File: src/rtl/div_pkg.sv
// Shared encodings for the sequential divider.
package div_pkg;

  localparam logic [1:0] DIV_W  = 2'b00;
  localparam logic [1:0] MOD_W  = 2'b01;
  localparam logic [1:0] DIV_WU = 2'b10;
  localparam logic [1:0] MOD_WU = 2'b11;

  localparam int unsigned ITER = 32;

  typedef enum logic [1:0] {
    IDLE = 2'd0,
    CALC = 2'd1,
    FIX  = 2'd2
  } state_t;

endpackage

File: src/rtl/div_trial_sub.sv
// One restoring-division step: (WIDTH+1)-bit trial subtract of divisor from
// the shifted partial remainder.
module div_trial_sub #(
  parameter int unsigned WIDTH = 32
) (
  input  logic [WIDTH:0]   part_rem,
  input  logic [WIDTH-1:0] divisor,
  output logic [WIDTH-1:0] diff,
  output logic             no_borrow
);

  logic [WIDTH:0] d_full;

  // The carry-out is rebuilt from the top bits: with divisor < 2^WIDTH, a
  // borrow occurs only when part_rem[WIDTH]=0 and the result wraps into
  // its top bit.
  always_comb begin
    d_full    = part_rem - {1'b0, divisor};
    diff      = d_full[WIDTH-1:0];
    no_borrow = part_rem[WIDTH] | ~d_full[WIDTH];
  end

endmodule

File: src/rtl/div_seq.sv
// Multi-cycle radix-2 restoring divider for div.w/mod.w/div.wu/mod.wu.
module div_seq
  import div_pkg::*;
#(
  parameter int unsigned WIDTH = 32,
  parameter int unsigned CNT_W = 5
) (
  input  logic             clk,
  input  logic             rst,
  input  logic             flush,
  input  logic             start,
  input  logic [1:0]       op,
  input  logic [WIDTH-1:0] src0,
  input  logic [WIDTH-1:0] src1,
  output logic             busy,
  output logic             done,
  output logic [WIDTH-1:0] res
);

  state_t             state;
  logic [CNT_W-1:0]   cnt;
  logic [WIDTH-1:0]   rem_q;
  logic [WIDTH-1:0]   quo_q;
  logic [WIDTH-1:0]   dvs_q;
  logic               q_neg;
  logic               r_neg;
  logic               dz;
  logic               sel_rem;

  logic               a_neg;
  logic               b_neg;
  logic [WIDTH-1:0]   a_mag;
  logic [WIDTH-1:0]   b_mag;
  logic [WIDTH:0]     rem33;
  logic [WIDTH-1:0]   diff;
  logic               no_borrow;
  logic [WIDTH-1:0]   quotient;
  logic [WIDTH-1:0]   remainder;

  // Operand magnitudes at load, shifted remainder, and final sign fix-up.
  // On divide-by-zero every step subtracts nothing, so the remainder path
  // rebuilds the original dividend; only the quotient needs forcing.
  always_comb begin
    a_neg     = ~op[1] & src0[WIDTH-1];
    b_neg     = ~op[1] & src1[WIDTH-1];
    a_mag     = a_neg ? -src0 : src0;
    b_mag     = b_neg ? -src1 : src1;
    rem33     = {rem_q, quo_q[WIDTH-1]};
    quotient  = dz ? '1 : (q_neg ? -quo_q : quo_q);
    remainder = r_neg ? -rem_q : rem_q;
  end

  div_trial_sub #(.WIDTH(WIDTH)) u_trial (
    .part_rem  (rem33),
    .divisor   (dvs_q),
    .diff      (diff),
    .no_borrow (no_borrow)
  );

  // Control FSM with datapath registers and registered outputs.
  always_ff @(posedge clk) begin
    if (rst) begin
      state   <= IDLE;
      cnt     <= '0;
      rem_q   <= '0;
      quo_q   <= '0;
      dvs_q   <= '0;
      q_neg   <= 1'b0;
      r_neg   <= 1'b0;
      dz      <= 1'b0;
      sel_rem <= 1'b0;
      busy    <= 1'b0;
      done    <= 1'b0;
      res     <= '0;
    end else if (flush) begin
      state <= IDLE;
      cnt   <= '0;
      busy  <= 1'b0;
      done  <= 1'b0;
    end else begin
      case (state)
        IDLE: begin
          done <= 1'b0;
          if (start) begin
            rem_q   <= '0;
            quo_q   <= a_mag;
            dvs_q   <= b_mag;
            q_neg   <= a_neg ^ b_neg;
            r_neg   <= a_neg;
            dz      <= (src1 == '0);
            sel_rem <= op[0];
            cnt     <= '0;
            busy    <= 1'b1;
            state   <= CALC;
          end
        end
        CALC: begin
          rem_q <= no_borrow ? diff : rem33[WIDTH-1:0];
          quo_q <= {quo_q[WIDTH-2:0], no_borrow};
          if (cnt == CNT_W'(ITER - 1)) begin
            cnt   <= '0;
            state <= FIX;
          end else begin
            cnt <= cnt + 1'b1;
          end
        end
        FIX: begin
          res   <= sel_rem ? remainder : quotient;
          done  <= 1'b1;
          busy  <= 1'b0;
          state <= IDLE;
        end
        default: begin
          state <= IDLE;
          busy  <= 1'b0;
          done  <= 1'b0;
        end
      endcase
    end
  end

endmodule
File: config.mk
export PLATFORM = sky130hd
export DESIGN_NAME = div_seq
export DESIGN_NICKNAME = d
export VERILOG_FILES = /design/src/rtl/div_pkg.sv /design/src/rtl/div_trial_sub.sv /design/src/rtl/div_seq.sv
export SDC_FILE = /design/constraint.sdc
export NUM_CORES = 1
export LEC_CHECK = 0
export BUFFER_PORTS_ARGS = -buffer_cell sky130_fd_sc_hd__buf_2
export CORE_MARGIN = 2
export CORE_UTILIZATION = 60
export DETAILED_ROUTE_END_ITERATION = 6
export PLACE_DENSITY = 0.89
export SLEW_MARGIN = 25
export SYNTH_ARGS = -nofsm -noshare
export SYNTH_HDL_FRONTEND = slang
export SYNTH_HIERARCHICAL = 1
export SYNTH_SLANG_ARGS = --single-unit
File: constraint.sdc
create_clock -name clk -period 3.9 [get_ports clk]
set_input_delay 0.78 -clock clk [delete_from_list [all_inputs] [get_ports clk]]
set_output_delay 0.78 -clock clk [all_outputs]
set_load 0.01 [all_outputs]
== Word level (Yosys, flattened, before mapping) ==
Cells that the tools add are included.

* Logic and storage cells: 61
* Flip-flop bits (word level): 141
* Bits of input ports: 70
* Output and inout port bits: 34

* Reduce and logical (&&, ||, !) cells: 10
* Eq/ne operators: 5
* Bitwise gates (word level): 8
* $add $sub $neg: 6
* Muxes and demuxes: 20

{| class="wikitable"
|+ Operator list
! cell !! count
|-
| 32-bit two-way mux || 9
|-
| 32-bit negator || 4
|-
| 32-bit one-hot mux with 2 select lines || 2
|-
| 33-bit by 32-bit subtractor with 33-bit output || 1
|-
| 32-bit zero test || 1
|-
| 5-bit two-way mux || 2
|-
| 5-bit one-hot mux with 2 select lines || 1
|-
| 2-bit AND reduction || 4
|-
| 3-bit AND reduction || 2
|-
| 5-bit by 1-bit adder with 5-bit output, second input constant || 1
|-
| 5-bit equality test, second input constant || 1
|-
| 2-bit two-way mux || 2
|-
| 2-bit != test, second input constant || 2
|-
| 1-bit inverter || 4
|-
| 1-bit one-hot mux with 2 select lines || 2
|-
| 2-bit one-hot mux with 2 select lines || 1
|-
| 1-bit AND || 2
|-
| 2-bit by 1-bit equality test with 1-bit output, second input constant || 1
|-
| 2-bit equality test, second input constant || 1
|-
| 2-bit zero test || 1
|-
| 2-bit nonzero test || 1
|-
| 2-bit OR reduction || 1
|-
| 1-bit two-way mux || 1
|-
| 1-bit OR || 1
|-
| 1-bit XOR || 1
|}

== Depth between registers and ports, before layout ==
Gate-level depths: netlist of the first run.

* Depth after elaboration: 5
* Gate-level depth with buffers: 16
* Mapped depth without buffers: 14

== Hierarchy ==
Netlist of the first run, hierarchy kept.

{| class="wikitable"
|+ Modules (own cells, without submodules)
! module !! sequential area each (sq um) !! times used !! cells each !! area an instance (sq um)
|-
| div_seq || 2,822.7 || 1 || 1,125 || 8,757.1
|-
| div_trial_sub || 0.0 || 1 || 317 || 2,052.0
|}

== Least setup slack after synthesis of the first run ==
No wires, ideal clock.

* Kind: reg-to-reg
* Start: register quo_q[31]
* End: register rem_q[13]
* Clock period less this slack: 3.309 ns
* Path buffers: 2
* Setup slack: 0.591 ns
* Required time: 3.772 ns
* Cell stages (with the launch flop): 17
* Library setup time: 0.128 ns
* Arrival time: 3.182 ns
* Cells stage by stage: dfxtp_1 -> inv_1 -> ha_1 -> fa_1 -> and2b_1 -> o2111ai_1 -> and3_1 -> o21ai_1 -> a21o_1 -> nand3_1 -> nand3_1 -> clkbuf_1 -> clkbuf_1 -> mux2i_1 -> nor3_1 -> a21oi_1 -> nor2_1

* Word-level cells in the longest chain between the ends: 5

{| class="wikitable"
|+ Ends and longest elaborated chain
! element !! line !! source
|-
| from (decl) || div_seq.sv:23 || <nowiki>logic [WIDTH-1:0] quo_q;</nowiki>
|-
| from (signal assigned) || div_seq.sv:86 || <nowiki>quo_q <= a_mag;</nowiki>
|-
| from (signal assigned) || div_seq.sv:99 || <nowiki>quo_q <= {quo_q[WIDTH-2:0], no_borrow};</nowiki>
|-
| 33-bit by 32-bit subtractor with 33-bit output || div_trial_sub.sv:18 || <nowiki>d_full = part_rem - {1'b0, divisor};</nowiki>
|-
| 1-bit inverter || div_trial_sub.sv:20 || <nowiki>no_borrow = part_rem[WIDTH] | ~d_full[WIDTH];</nowiki>
|-
| 1-bit OR || div_trial_sub.sv:20 ||
|-
| via no_borrow || div_seq.sv:36 || <nowiki>logic no_borrow;</nowiki>
|-
| 32-bit two-way mux || div_seq.sv:98 || <nowiki>rem_q <= no_borrow ? diff : rem33[WIDTH-1:0];</nowiki>
|-
| 32-bit one-hot mux with 2 select lines || div_seq.sv:81 || <nowiki>case (state)</nowiki>
|-
| to (signal assigned) || div_seq.sv:98 ||
|-
| to (decl) || div_seq.sv:22 || <nowiki>logic [WIDTH-1:0] rem_q;</nowiki>
|}

The timed path passes the listed nets, and every way through them passes these cells.
A chain may end at the register's enable or synchronous reset.

== Final worst setup path of the first run ==
* Start: register quo_q[31]
* End: register rem_q[6]

Same word-level chain as after synthesis.

==> results.sh, run 1 <==
export IMPL_highest_layer="met4"
export IMPL_h_tree_depth=4
export IMPL_drc=0
export IMPL_synth_cell_type_count=76
export IMPL_synth_seq_cells=141
export IMPL_placementRows=49
export IMPL_num_fill_cells=1435
export IMPL_hold_viol=0
export IMPL_pwr_share_seq=0.378
export IMPL_drv_slew=0
export IMPL_antenna_found_initial=0
export IMPL_wl_met3_um=3349
export IMPL_synth_mux_area_frac=0.03623
export IMPL_cp_slowest_cell="dfxtp_1"
export IMPL_syn_inst=1442
export IMPL_grt_usage=0.3269
export IMPL_intPower_mw=2.832
export IMPL_crit_fanout=33
export IMPL_path_class="reg2reg"
export IMPL_utilization=0.6705
export IMPL_place_ws_ns=0.6189
export IMPL_yosys_most_used_dff="dfxtp_1"
export IMPL_wl_met2_um=14320
export IMPL_synthSimpleGateAreaFrac=0.2291
export IMPL_ys_seq_area_frac=0.2611
export IMPL_comb_power_share=0.208
export IMPL_fin_crit_sh=0.8825
export IMPL_rsz0062_at_grt="false"
export IMPL_setup_viol=0
export IMPL_end_kind="flop"
export IMPL_overflow=0
export IMPL_start_util=0.6059
export IMPL_ff_latch_area_um2=2823
export IMPL_multi_input_area_um2=7316
export IMPL_routed_via_density=6.559
export IMPL_power_switching_share=0.3137
export IMPL_drt_initial_drc_count=1652
export IMPL_min_path_type="reg2reg"
export IMPL_ant_nets=0
export IMPL_grt_pass1_vias=10232
export IMPL_synth_edf_count=0
export IMPL_fin_setup_tns_ns=0
export IMPL_wl_per_cell_um=18.46
export IMPL_synth_top_family_by_area="compound AO/OA/AOI/OAI gates"
export IMPL_clkTransAtPathRegs_ns=0.07
export IMPL_die_w_um=138.2
export IMPL_p_leak_nw=4.722
export IMPL_outcome="finished, final reports clean"
export IMPL_cts_hold_fix_buffers=0
export IMPL_cts_repair_timing_setup_buffer_count=0
export IMPL_max_vdd_ir_drop_v=0.0003191
export IMPL_worst_clock_skew_ns=0.01245
export IMPL_place_inst=1699
export IMPL_vias=11353
export IMPL_grt_pass1_wl_um=52070
export IMPL_synth_xor_area_share=0.1045
export IMPL_cap_violations=0
export IMPL_drive_above_1_share=0.1265
export IMPL_crit_required_ns=4.19
export IMPL_finalWorstSetupSlack_ns=0.4583
export IMPL_synthesis_nets=1551
export IMPL_cts_sinks=141
export IMPL_synthArstFlopShare=0
export IMPL_cts_tree="built"
export IMPL_fp_dieH_um=138.2
export IMPL_power_frac_clock=0.414
export IMPL_start_kind="flop"
export IMPL_p_per_area_nw_per_um2=345.0
export IMPL_grt_max_degree=82
export IMPL_synth_fa_ha_area_frac=0.04584
export IMPL_die_area_um2=19100
export IMPL_worstMarginPinSlew_ns=0.9785
export IMPL_layout_common_cells="nor2_1, a21oi_1, dfxtp_1"
export IMPL_clock_fmax_ghz=0.2906
export IMPL_port_buffers=103
export IMPL_relSlewSlack=0.3453
export IMPL_finalNonFillerCells=1731
export IMPL_ys_warnings_count=6
export IMPL_synthToLayoutAreaGrowth_pct=10.66
export IMPL_final_nets=1598
export IMPL_syn_avg_cell_area_um2=7.496
export IMPL_synthesis_area_um2=10810
export IMPL_post_cts_resize_count=0
export IMPL_drt_pass1_iter_count=7
export IMPL_core_area_um2=17840
export IMPL_diodes=0
export IMPL_cts_buffers=17
export IMPL_cp_cell_sequence="inv_1 -> ha_1 -> fa_1 -> and2b_1 -> o2111ai_1 -> and3_1 -> o21ai_1 -> a21o_1 -> nand3_1 -> nand3_2 -> buf_12 -> mux2i_1 -> nor3_1 -> a21oi_1 -> nor2_1"
export IMPL_num_io_pins=104
export IMPL_wl_met1_um=13210
export IMPL_clock_path_buffers=2
export IMPL_post_route_min_period_ns=3.442
export IMPL_root_buffer="clkbuf_16"
export IMPL_worst_ep_arrival_time_ns=3.74
export IMPL_drt_total_wl_um=31950
export IMPL_synth_compound_area_frac=0.2593
export IMPL_dp_hpwl_um=23230
export IMPL_gp_congestion=1.029
export IMPL_max_stage_delay_ns=0.42
export IMPL_clock_latency_ns=0.44
export IMPL_power_switching_mw=1.295
export IMPL_final_common_cell="nor2_1"
final cells by class:
type	count	area share
timing repair buffer	122	0.05628
clock buffer	17	0.03556
clock inverter	15	0.01590
multi-input combinational	1141	0.6116
inverter	66	0.02071
tap	229	0.02395
sequential	141	0.2360
synth_stat cells (all sizes together), types with 12 or more instances:
cell type | count | area share
o21ai | 50 | 0.023
and3 | 15 | 0.0088
clkbuf | 82 | 0.034
xnor2 | 74 | 0.060
inv | 66 | 0.023
nor3 | 74 | 0.034
a21o | 22 | 0.016
nor4 | 27 | 0.017
ha | 38 | 0.044
nand3 | 16 | 0.0074
mux2i | 38 | 0.035
a31oi | 15 | 0.0087
nand2 | 98 | 0.034
dfxtp | 141 | 0.26
or3 | 19 | 0.011
xor2 | 55 | 0.045
buf | 12 | 0.0068
o41ai | 22 | 0.020
o31ai | 28 | 0.019
nand2b | 14 | 0.0081
nor2 | 177 | 0.061
nand4 | 12 | 0.0069
a21oi | 148 | 0.069
a211oi | 43 | 0.031
or4 | 13 | 0.010
layer usage:
layer,vias to the layer above,GRT usage
met5,-,0
met4,0,0.1224
met3,104,0.06131
met2,647,0.5159
met1,5243,0.4467
li1,5359,-
stage by stage:
step	hold slack, ns	area (µm²)	power, mW
detailed placement	0.4381	11350	2.413
finish	0.4494	11960	4.127
CTS	0.4517	11960	4.105
floorplan	0.4319	10810	2.193
global route	0.4674	11960	4.287
global placement	0.4223	11350	2.389
logic make-up (layout without fill, tap and decap cells):
logic type,count (synthesis),count (layout)
XOR/XNOR,129,129
AND/OR/NAND/NOR,510,510
adder cells (fa/ha/maj),39,39
multiplexers,39,39
flip-flops,141,141
buffers and inverters,160,220
AO/OA/AOI/OAI,424,424
registers in the layout, summed over array words and instances (netlist names), 2 cells and up:
register,flops
dvs_q,32
quo_q,32
rem_q,32
res,32
cnt,5
state,2
path summary, 6_finish.rpt:
check | from | to | slack, ns | cells past startpoint
hold reg to reg | res[27]$_SDFFE_PP0P_ | res[27]$_SDFFE_PP0P_ | 0.45 | 1
setup reg to reg | quo_q[31]$_SDFFE_PP0P_ | rem_q[6]$_SDFFE_PP0P_ | 0.46 | 15
setup / recovery | quo_q[31]$_SDFFE_PP0P_ | rem_q[6]$_SDFFE_PP0P_ | 0.46 | 15
hold / removal | res[27]$_SDFFE_PP0P_ | res[27]$_SDFFE_PP0P_ | 0.45 | 1
critical path, delay by kind of cell, from the launching register on:
kind | cells | cell delay [ns]
and+or+nand+nor | 6 | 0.84
adders and majority gates | 2 | 0.61
buffers and inverters | 2 | 0.33
DFF | 1 | 0.42
AOI/OAI and AO/OA | 4 | 0.80
muxes | 1 | 0.27
power groups by stage:
stage	sequential [mW]	combinational (mW)	clock, mW
after floorplan	1.56	0.632	0
after global placement	1.58	0.804	0
after global routing	1.57	0.940	1.78
after CTS	1.56	0.837	1.71
final	1.56	0.859	1.71
after detailed placement	1.59	0.825	0
Power figures use the tool's default switching activity.
==> run 2: changes to the inputs <==
--- a/config.mk
+++ b/config.mk
@@ -10,6 +10,7 @@
 export CORE_UTILIZATION = 60
 export DETAILED_ROUTE_END_ITERATION = 6
 export PLACE_DENSITY = 0.89
+export RECOVER_POWER = 50
 export SLEW_MARGIN = 25
 export SYNTH_ARGS = -nofsm -noshare
 export SYNTH_HDL_FRONTEND = slang
==> run 2 against run 1 <==
Net effect: the run now ends with capacitance limit, slew limit left; sequential power about the same; combinational power barely moved; via count is 0.40% higher; count of clock-buffer cells in the layout unchanged; sequential share of layout area is 0.12 points higher; critical path depth is the same; non-clock buffer count unchanged; register-to-register slack worse by 0.08 ns; global-route usage is the same; cell area down 0.50%; clock skew barely moved; largest power group unchanged.
==> results.sh, run 2 (synthesis results as in run 1) <==
export IMPL_root_buffer="clkbuf_16"
export IMPL_drc=0
export IMPL_diodes=0
export IMPL_path_class="reg2reg"
export IMPL_place_inst=1699
export IMPL_worst_ep_arrival_time_ns=3.82
export IMPL_crit_fanout=33
export IMPL_cp_cell_sequence="inv_1 -> ha_1 -> fa_1 -> and2b_1 -> o2111ai_1 -> and3_1 -> o21ai_1 -> a21o_1 -> nand3_1 -> nand3_2 -> buf_12 -> mux2i_1 -> nor3_1 -> a21oi_1 -> nor2_1"
export IMPL_grt_pass1_wl_um=52070
export IMPL_crit_required_ns=4.19
export IMPL_overflow=0
export IMPL_failed_checks="capacitance limit, slew limit"
export IMPL_p_leak_nw=4.556
export IMPL_post_route_min_period_ns=3.524
export IMPL_cts_repair_timing_setup_buffer_count=0
export IMPL_start_kind="flop"
export IMPL_fin_crit_sh=0.9037
export IMPL_finalNonFillerCells=1731
export IMPL_final_common_cell="nor2_1"
export IMPL_setup_viol=0
export IMPL_worst_path_buf_inv=2
export IMPL_min_path_type="reg2reg"
export IMPL_worstMarginPinSlew_ns=2.357
export IMPL_drive_above_1_share=0.09987
export IMPL_gp_congestion=1.029
export IMPL_dp_hpwl_um=23230
export IMPL_clock_path_buffers=2
export IMPL_clkTransAtPathRegs_ns=0.07
export IMPL_clock_latency_ns=0.44
export IMPL_die_area_um2=19100
export IMPL_placementRows=49
export IMPL_grt_max_degree=82
export IMPL_start_util=0.6059
export IMPL_p_per_area_nw_per_um2=346.9
export IMPL_layout_common_cells="nor2_1, a21oi_1, dfxtp_1"
export IMPL_antenna_found_initial=0
export IMPL_cts_sinks=141
export IMPL_cp_top_family="compound AO/OA/AOI/OAI gates"
export IMPL_outcome="complete, but fails checks"
export IMPL_synthToLayoutAreaGrowth_pct=10.11
export IMPL_cts_tree="built"
export IMPL_grt_usage=0.3269
export IMPL_num_io_pins=104
export IMPL_fin_setup_tns_ns=0
export IMPL_post_cts_resize_count=0
export IMPL_rsz0062_at_grt="false"
export IMPL_drt_pass1_iter_count=6
export IMPL_max_stage_delay_ns=0.42
export IMPL_end_kind="flop"
export IMPL_cap_violations=3
export IMPL_h_tree_depth=4
export IMPL_num_fill_cells=1458
export IMPL_cp_slowest_cell="dfxtp_1"
export IMPL_ant_nets=0
export IMPL_worst_clock_skew_ns=0.01254
export IMPL_fp_dieH_um=138.2
export IMPL_drv_slew=140
export IMPL_final_nets=1598
export IMPL_cts_buffers=17
export IMPL_routed_via_density=6.585
export IMPL_vias=11398
export IMPL_cts_hold_fix_buffers=0
export IMPL_clock_fmax_ghz=0.2837
export IMPL_die_w_um=138.2
export IMPL_drt_total_wl_um=32010
export IMPL_wl_per_cell_um=18.49
export IMPL_drt_initial_drc_count=1568
export IMPL_relSlewSlack=-0.5714
export IMPL_grt_pass1_vias=10232
export IMPL_port_buffers=103
export IMPL_hold_viol=0
export IMPL_core_area_um2=17840
export IMPL_max_vdd_ir_drop_v=0.0003223
## run 2: cell types whose count changed in the layout (fill, tap and decap cells not counted)
cell      before  now
or2_2          9    8
or2_0          0    1
buf_4         19   15
or2_1          0    1
buf_2        102   68
or2_4          1    0
clkbuf_1       0   38
## run 2: final cells by class
cell class | count | area [µm²] | area share
clock buffers | 17 | 425.4 | 0.03574
clock inverters | 15 | 190.2 | 0.01598
inverters | 66 | 247.7 | 0.02082
multi-input cells | 1141 | 7313 | 0.6145
flip-flops and latches | 141 | 2823 | 0.2372
well taps | 229 | 286.5 | 0.02407
repair buffers | 122 | 615.6 | 0.05172
## run 2: path summary, 6_finish.rpt
path | start | endpoint | slack [ns] | cells after the start
max | quo_q[31]$_SDFFE_PP0P_ | rem_q[6]$_SDFFE_PP0P_ | 0.38 | 15
max reg2reg | quo_q[31]$_SDFFE_PP0P_ | rem_q[6]$_SDFFE_PP0P_ | 0.38 | 15
min | res[13]$_SDFFE_PP0P_ | res[13]$_SDFFE_PP0P_ | 0.45 | 2
min reg2reg | res[13]$_SDFFE_PP0P_ | res[13]$_SDFFE_PP0P_ | 0.45 | 2
## run 2: routing by layer
layer,vias up,track usage,routed length (µm)
li1,5353,-,-
met1,5260,0.4467,13410
met2,671,0.5159,14340
met3,114,0.06131,3173
met4,0,0.1224,1080
met5,-,0,0
## run 2: worst register-to-register path, delay by kind of cell, from the launching register on
kind,cells,cell delay [ns]
buf+inv,2,0.33
compound gates,4,0.88
mux,1,0.29
simple gates,6,0.84
fa+ha+maj,2,0.61
flops,1,0.42
## run 2: power by group
group / total [mW] / switching, mW / internal, mW
Clock: 1.71 / 0.693 / 1.02
Combinational: 0.858 / 0.536 / 0.322
Sequential: 1.56 / 0.0685 / 1.49
Total: 4.13 / 1.30 / 2.83
## run 2: metrics by stage
stage | util | power [mW] | hold WS, ns | cell area, µm² | setup slack [ns]
finish | 0.6671 | 4.128 | 0.4516 | 11900 | 0.3757
global route | 0.6671 | 4.285 | 0.4724 | 11900 | 0.1095
CTS | 0.6705 | 4.105 | 0.4517 | 11960 | 0.5331
detailed placement | 0.6359 | 2.413 | 0.4381 | 11350 | 0.6189
global placement | 0.6359 | 2.389 | 0.4223 | 11350 | 0.7560
floorplan | - | 2.193 | 0.4319 | 10810 | 0.5905
